--- config.mk ---
export PLATFORM = sky130hd
export DESIGN_NAME = axis_block_rr_arbiter
export DESIGN_NICKNAME = d
export VERILOG_FILES = /design/src/rtl/axis_block_rr_arbiter.sv
export SDC_FILE = /design/constraint.sdc
export NUM_CORES = 1
export LEC_CHECK = 0
export CORE_MARGIN = 2
export CORE_UTILIZATION = 40
export DETAILED_ROUTE_END_ITERATION = 8
export GPL_TIMING_DRIVEN = 1
export PLACE_DENSITY = 0.92
export SLEW_MARGIN = 20
export SYNTH_ARGS = -nofsm -noshare
export SYNTH_HDL_FRONTEND = slang
export SYNTH_SLANG_ARGS = --single-unit
export TNS_END_PERCENT = 1
--- constraint.sdc ---
create_clock -name ap_clk -period 2.4 [get_ports ap_clk]
set_input_delay 0.36 -clock ap_clk [delete_from_list [all_inputs] [get_ports ap_clk]]
set_output_delay 0.36 -clock ap_clk [all_outputs]
set_load 0.005 [all_outputs]
--- src/rtl/axis_block_rr_arbiter.sv ---
// Two-input AXI-Stream arbiter that switches sources only on BDIM/SDIM-beat block boundaries.
// Define BLOCK_COUNTER_EN to add per-source completed-block counters (blk_count0/blk_count1).
module axis_block_rr_arbiter #(
    parameter int ELEM_WIDTH = 8,
    parameter int SDIM       = 4,
    parameter int BDIM       = 16,
    parameter int CNT_WIDTH  = 32
) (
    input  logic                       ap_clk,
    input  logic                       ap_rst,
    input  logic [1:0]                 cfg_mask,
    input  logic [ELEM_WIDTH*SDIM-1:0] s_axis_input0_tdata,
    input  logic                       s_axis_input0_tvalid,
    output logic                       s_axis_input0_tready,
    input  logic [ELEM_WIDTH*SDIM-1:0] s_axis_input1_tdata,
    input  logic                       s_axis_input1_tvalid,
    output logic                       s_axis_input1_tready,
    output logic [ELEM_WIDTH*SDIM-1:0] m_axis_output0_tdata,
    output logic                       m_axis_output0_tvalid,
    input  logic                       m_axis_output0_tready,
    output logic                       m_axis_output0_tlast,
    output logic                       m_axis_output0_tuser,
`ifdef BLOCK_COUNTER_EN
    output logic [CNT_WIDTH-1:0]       blk_count0,
    output logic [CNT_WIDTH-1:0]       blk_count1,
`endif
    output logic                       busy
);

    localparam int DW  = ELEM_WIDTH * SDIM;
    localparam int BPB = BDIM / SDIM;
    localparam int BCW = (BPB > 1) ? $clog2(BPB) : 1;
    localparam logic [BCW-1:0] LAST_BEAT = BCW'(BPB - 1);

    generate
        if ((BDIM % SDIM) != 0 || BPB < 1) begin : g_bad_block_dims
            $error("BDIM must be a nonzero multiple of SDIM");
        end
        if (CNT_WIDTH < 1) begin : g_bad_cnt_width
            $error("CNT_WIDTH must be at least 1");
        end
    endgenerate

    typedef enum logic {
        IDLE,
        XFER
    } state_t;

    state_t           state;
    logic             grant;
    logic             last_grant;
    logic [BCW-1:0]   beat_cnt;

    logic             ld_ok;
    logic             grant_valid;
    logic [DW-1:0]    grant_data;
    logic             accept;
    logic             last_beat;
    logic [1:0]       req;
    logic             winner;

    assign ld_ok       = !m_axis_output0_tvalid || m_axis_output0_tready;
    assign grant_valid = grant ? s_axis_input1_tvalid : s_axis_input0_tvalid;
    assign grant_data  = grant ? s_axis_input1_tdata  : s_axis_input0_tdata;
    assign accept      = (state == XFER) && grant_valid && ld_ok;
    assign last_beat   = (beat_cnt == LAST_BEAT);

    assign s_axis_input0_tready = (state == XFER) && !grant && ld_ok;
    assign s_axis_input1_tready = (state == XFER) &&  grant && ld_ok;
    assign busy                 = (state == XFER);

    // A lone requester wins outright; a tie goes to whoever did not own the previous block.
    assign req    = {s_axis_input1_tvalid & cfg_mask[1], s_axis_input0_tvalid & cfg_mask[0]};
    assign winner = (req == 2'b11) ? !last_grant : req[1];

    always_ff @(posedge ap_clk) begin
        if (ap_rst) begin
            state                 <= IDLE;
            grant                 <= 1'b0;
            last_grant            <= 1'b1;
            beat_cnt              <= '0;
            m_axis_output0_tdata  <= '0;
            m_axis_output0_tvalid <= 1'b0;
            m_axis_output0_tlast  <= 1'b0;
            m_axis_output0_tuser  <= 1'b0;
        end else begin
            if (ld_ok) begin
                m_axis_output0_tvalid <= accept;
                if (accept) begin
                    m_axis_output0_tdata <= grant_data;
                    m_axis_output0_tlast <= last_beat;
                    m_axis_output0_tuser <= grant;
                end
            end

            case (state)
                IDLE: begin
                    if (|req) begin
                        grant    <= winner;
                        beat_cnt <= '0;
                        state    <= XFER;
                    end
                end
                XFER: begin
                    // The grant is held through source stalls and output backpressure until the block ends.
                    if (accept) begin
                        if (last_beat) begin
                            last_grant <= grant;
                            beat_cnt   <= '0;
                            state      <= IDLE;
                        end else begin
                            beat_cnt <= beat_cnt + BCW'(1);
                        end
                    end
                end
                default: state <= IDLE;
            endcase
        end
    end

`ifdef BLOCK_COUNTER_EN
    always_ff @(posedge ap_clk) begin
        if (ap_rst) begin
            blk_count0 <= '0;
            blk_count1 <= '0;
        end else if (accept && last_beat) begin
            if (grant) begin
                blk_count1 <= blk_count1 + CNT_WIDTH'(1);
            end else begin
                blk_count0 <= blk_count0 + CNT_WIDTH'(1);
            end
        end
    end
`endif

endmodule

==> impl_metrics.json <==
{
  "status": "complete, no violations",
  "drv_slew": 0,
  "hold_violations": 0,
  "powerDensity_nw_per_um2": 554,
  "drtAntennaViolNets": 0,
  "crit_top_cell": "clkdlybuf4s50_1",
  "die_h_um": 75.7,
  "criticalPathCategory": "in -> out",
  "rrSetupSlack_ns": 0.65,
  "max_freq_mhz": 476,
  "drc": 0,
  "drive_above_1_share": 0.0678,
  "totalPowerFinal_mw": 1.75,
  "synth_area_leaders": "dfxtp_1 39%, mux2i_1 17%, a211oi_1 11%, a31oi_1 9.7%, buf_6 4.9%",
  "endpoint": "s_axis_input1_tready",
  "syn-instance-count": 196,
  "wl_per_cell_um": 16.0,
  "grt-ovfl-total": 0,
  "coreArea_sq_um": 5040,
  "relSlewSlack": 0.535,
  "synth_area_sq_um": 2050,
  "first_global_vias": 1995,
  "root_buffer": "clkbuf_8",
  "routabilityCongestion": 0.784,
  "cts_buffers": 5,
  "syn_to_final_growth_pct": 53.7,
  "fin_area_sq_um": 3160,
  "cts_sinks": 40,
  "worst_slew_pin_slew_ns": 0.695,
  "fillers": 453,
  "diodes": 0,
  "io_pins": 109,
  "fin_tns_setup_ns": 0,
  "reg2reg_depth": 4,
  "synth_cell_type_count": 31,
  "vias_per_cell": 5.51,
  "avgSynthCellArea_sq_um": 10.5,
  "first_pass_iters": 4,
  "crit_chain": "clkdlybuf4s50_1 -> or2b_2 -> and3_1 -> clkdlybuf4s50_1",
  "cts_tree": "built",
  "p_leak_nw": 1.06,
  "place_area_sq_um": 3030,
  "dr_wl_met2_mm": 3.03,
  "synth.yosys.seq_area_share": 0.390,
  "die_area_sq_um": 5730,
  "worstPathRequired_ns": 2.04,
  "drt_first_iter_violations": 62,
  "setup_viol": 0,
  "drv_cap": 0,
  "dp_hpwl_mm": 4.20,
  "synth_seq_cells": 40,
  "vias": 2010,
  "path_depth": 4,
  "skew_ns": 0.00562,
  "synth-edff-count": 0,
  "initial_core_util": 0.407,
  "grt_pass1_wl_mm": 9.14,
  "cp-start-kind": "primary input",
  "m1WireLength_mm": 2.39,
  "nets": 366,
  "hp-class": "reg -> reg",
  "cts_resized": 0,
  "crit_family": "buffers and inverters",
  "track_usage": 0.206,
  "synth_top_area_frac": 0.390,
  "arrival_ns": 1.74,
  "rows": 26,
  "crit_slowest_cell": "clkdlybuf4s50_1",
  "grt_max_degree": 41,
  "die_w_um": 75.7,
  "cts_setup_buffers": 0,
  "path_clk_slew_ns": 0.08,
  "crit_start": "m_axis_output0_tready",
  "reg2reg_from": "grant$_SDFFE_PP0P_",
  "whs_ns": 0.495,
  "endpoint_kind": "primary output",
  "yosysTopAreaCell": "dfxtp_1",
  "wl_mm": 5.85,
  "finalNonFillerCells": 365,
  "synth_fp_nets": 268,
  "hold_buffers": 0,
  "period_share": 0.875,
  "cts_max_path_buffers": 2,
  "path_buf_inv": 2,
  "top_layer": "met4",
  "slowest_delay_ns": 0.45,
  "r2r-end": "m_axis_output0_tdata[24]$_SDFFE_PP0P_",
  "antenna_found_initial": 0,
  "synth_warnings": 0,
  "path_max_fanout": 2,
  "peakVddDrop_mv": 0.276,
  "rsz0062_at_grt": "false",
  "place_inst": 357,
  "insertion_delay_ns": 0.28,
  "async_flop_share": 0,
  "synth_ff_type": "dfxtp_1",
  "met3_wirelength_um": 404,
  "htreeDepth": 2,
  "min_period_ns": 2.10,
  "portBuffers": 108
}
-- cells by family (layout without fill, tap and decap cells) --
logic type	count (synthesis)	after routing	synth area share
muxes	35	35	0.173
adders and majority gates	1	1	0.00609
AOI/OAI and AO/OA	75	75	0.252
buffers and inverters	26	125	0.124
and+or+nand+nor	19	19	0.0554
DFF	40	40	0.390
-- report_power, final --
| part | switching [mW] | leakage [nW] | internal, mW |
|---|---|---|---|
| registers | 0.0265 | 0.328 | 0.710 |
| logic | 0.171 | 0.663 | 0.254 |
| clock network | 0.220 | 0.0645 | 0.367 |
| total | 0.418 | 1.06 | 1.33 |
-- cells in the final DEF (no fill, tap or decap), types with 2 or more instances in the layout --
master	netlist	routed
mux2i_1	34	34
o31ai_1	3	3
nor2_1	5	5
nand4_1	5	5
nor2b_1	2	2
inv_1	2	2
a211oi_1	31	31
clkbuf_8	6	7
buf_4	3	7
dfxtp_1	40	39
clkdlybuf4s50_1	0	108
a21oi_1	4	4
a31oi_1	32	32
-- registers in the layout, summed over array words and instances, names as in the netlist --
register               cells
beat_cnt                   2
busy                       1
grant                      1
last_grant                 1
m_axis_output0_tdata      32
m_axis_output0_tlast       1
m_axis_output0_tuser       1
m_axis_output0_tvalid      1
-- per-layer routing --
metal	track usage	up-vias
met5	0	-
met4	0.0585	0
met3	0.0463	4
met2	0.375	79
met1	0.243	964
li1	-	963
-- Yosys cell counts (2+ instances only) --
library cell,instances
buf_4,3
a211oi_1,31
buf_6,9
dfxtp_1,40
inv_1,2
clkbuf_1,3
a31oi_1,32
nand4_1,5
nor2b_1,2
clkbuf_8,6
a21oi_1,4
o31ai_1,3
mux2i_1,34
nor2_1,5
-- cell type report --
class / count / area [sq um] / area share
clock buffer: 7 / 96.3 / 0.0305
clock inverter: 1 / 30.0 / 0.00951
inverter: 2 / 7.51 / 0.00238
multi-input combinational: 130 / 1000 / 0.317
sequential: 40 / 802 / 0.254
tap: 70 / 87.6 / 0.0277
timing repair buffer: 115 / 1130 / 0.359
-- stage by stage --
step / setup WS [ns] / utilization
2_1_floorplan: 0.938 / -
3_3_place_gp: 0.227 / 0.601
3_5_place_dp: 0.141 / 0.601
4_1_cts: 0.286 / 0.626
5_1_grt: 0.193 / 0.626
6_report: 0.301 / 0.626
-- worst min path at each step --
stage	startpoint	cells past startpoint	slack, ns	end
global placement	beat_cnt[1]$_SDFFE_PP0P_	2	0.45	beat_cnt[1]$_SDFFE_PP0P_
detailed placement	m_axis_output0_tuser$_SDFFE_PP0P_	2	0.49	m_axis_output0_tuser$_SDFFE_PP0P_
floorplan	beat_cnt[1]$_SDFFE_PP0P_	2	0.44	beat_cnt[1]$_SDFFE_PP0P_
CTS	beat_cnt[1]$_SDFFE_PP0P_	2	0.50	beat_cnt[1]$_SDFFE_PP0P_
finish	beat_cnt[1]$_SDFFE_PP0P_	2	0.49	beat_cnt[1]$_SDFFE_PP0P_
global route	m_axis_output0_tuser$_SDFFE_PP0P_	2	0.52	m_axis_output0_tuser$_SDFFE_PP0P_
-- tightest hold or removal path, stage by stage, from the launching register on --
cell,delay [ns]
dfxtp_1,0.32
inv_1,0.05
o41ai_1,0.08
Note: power is estimated with default switching activity, not from simulation.
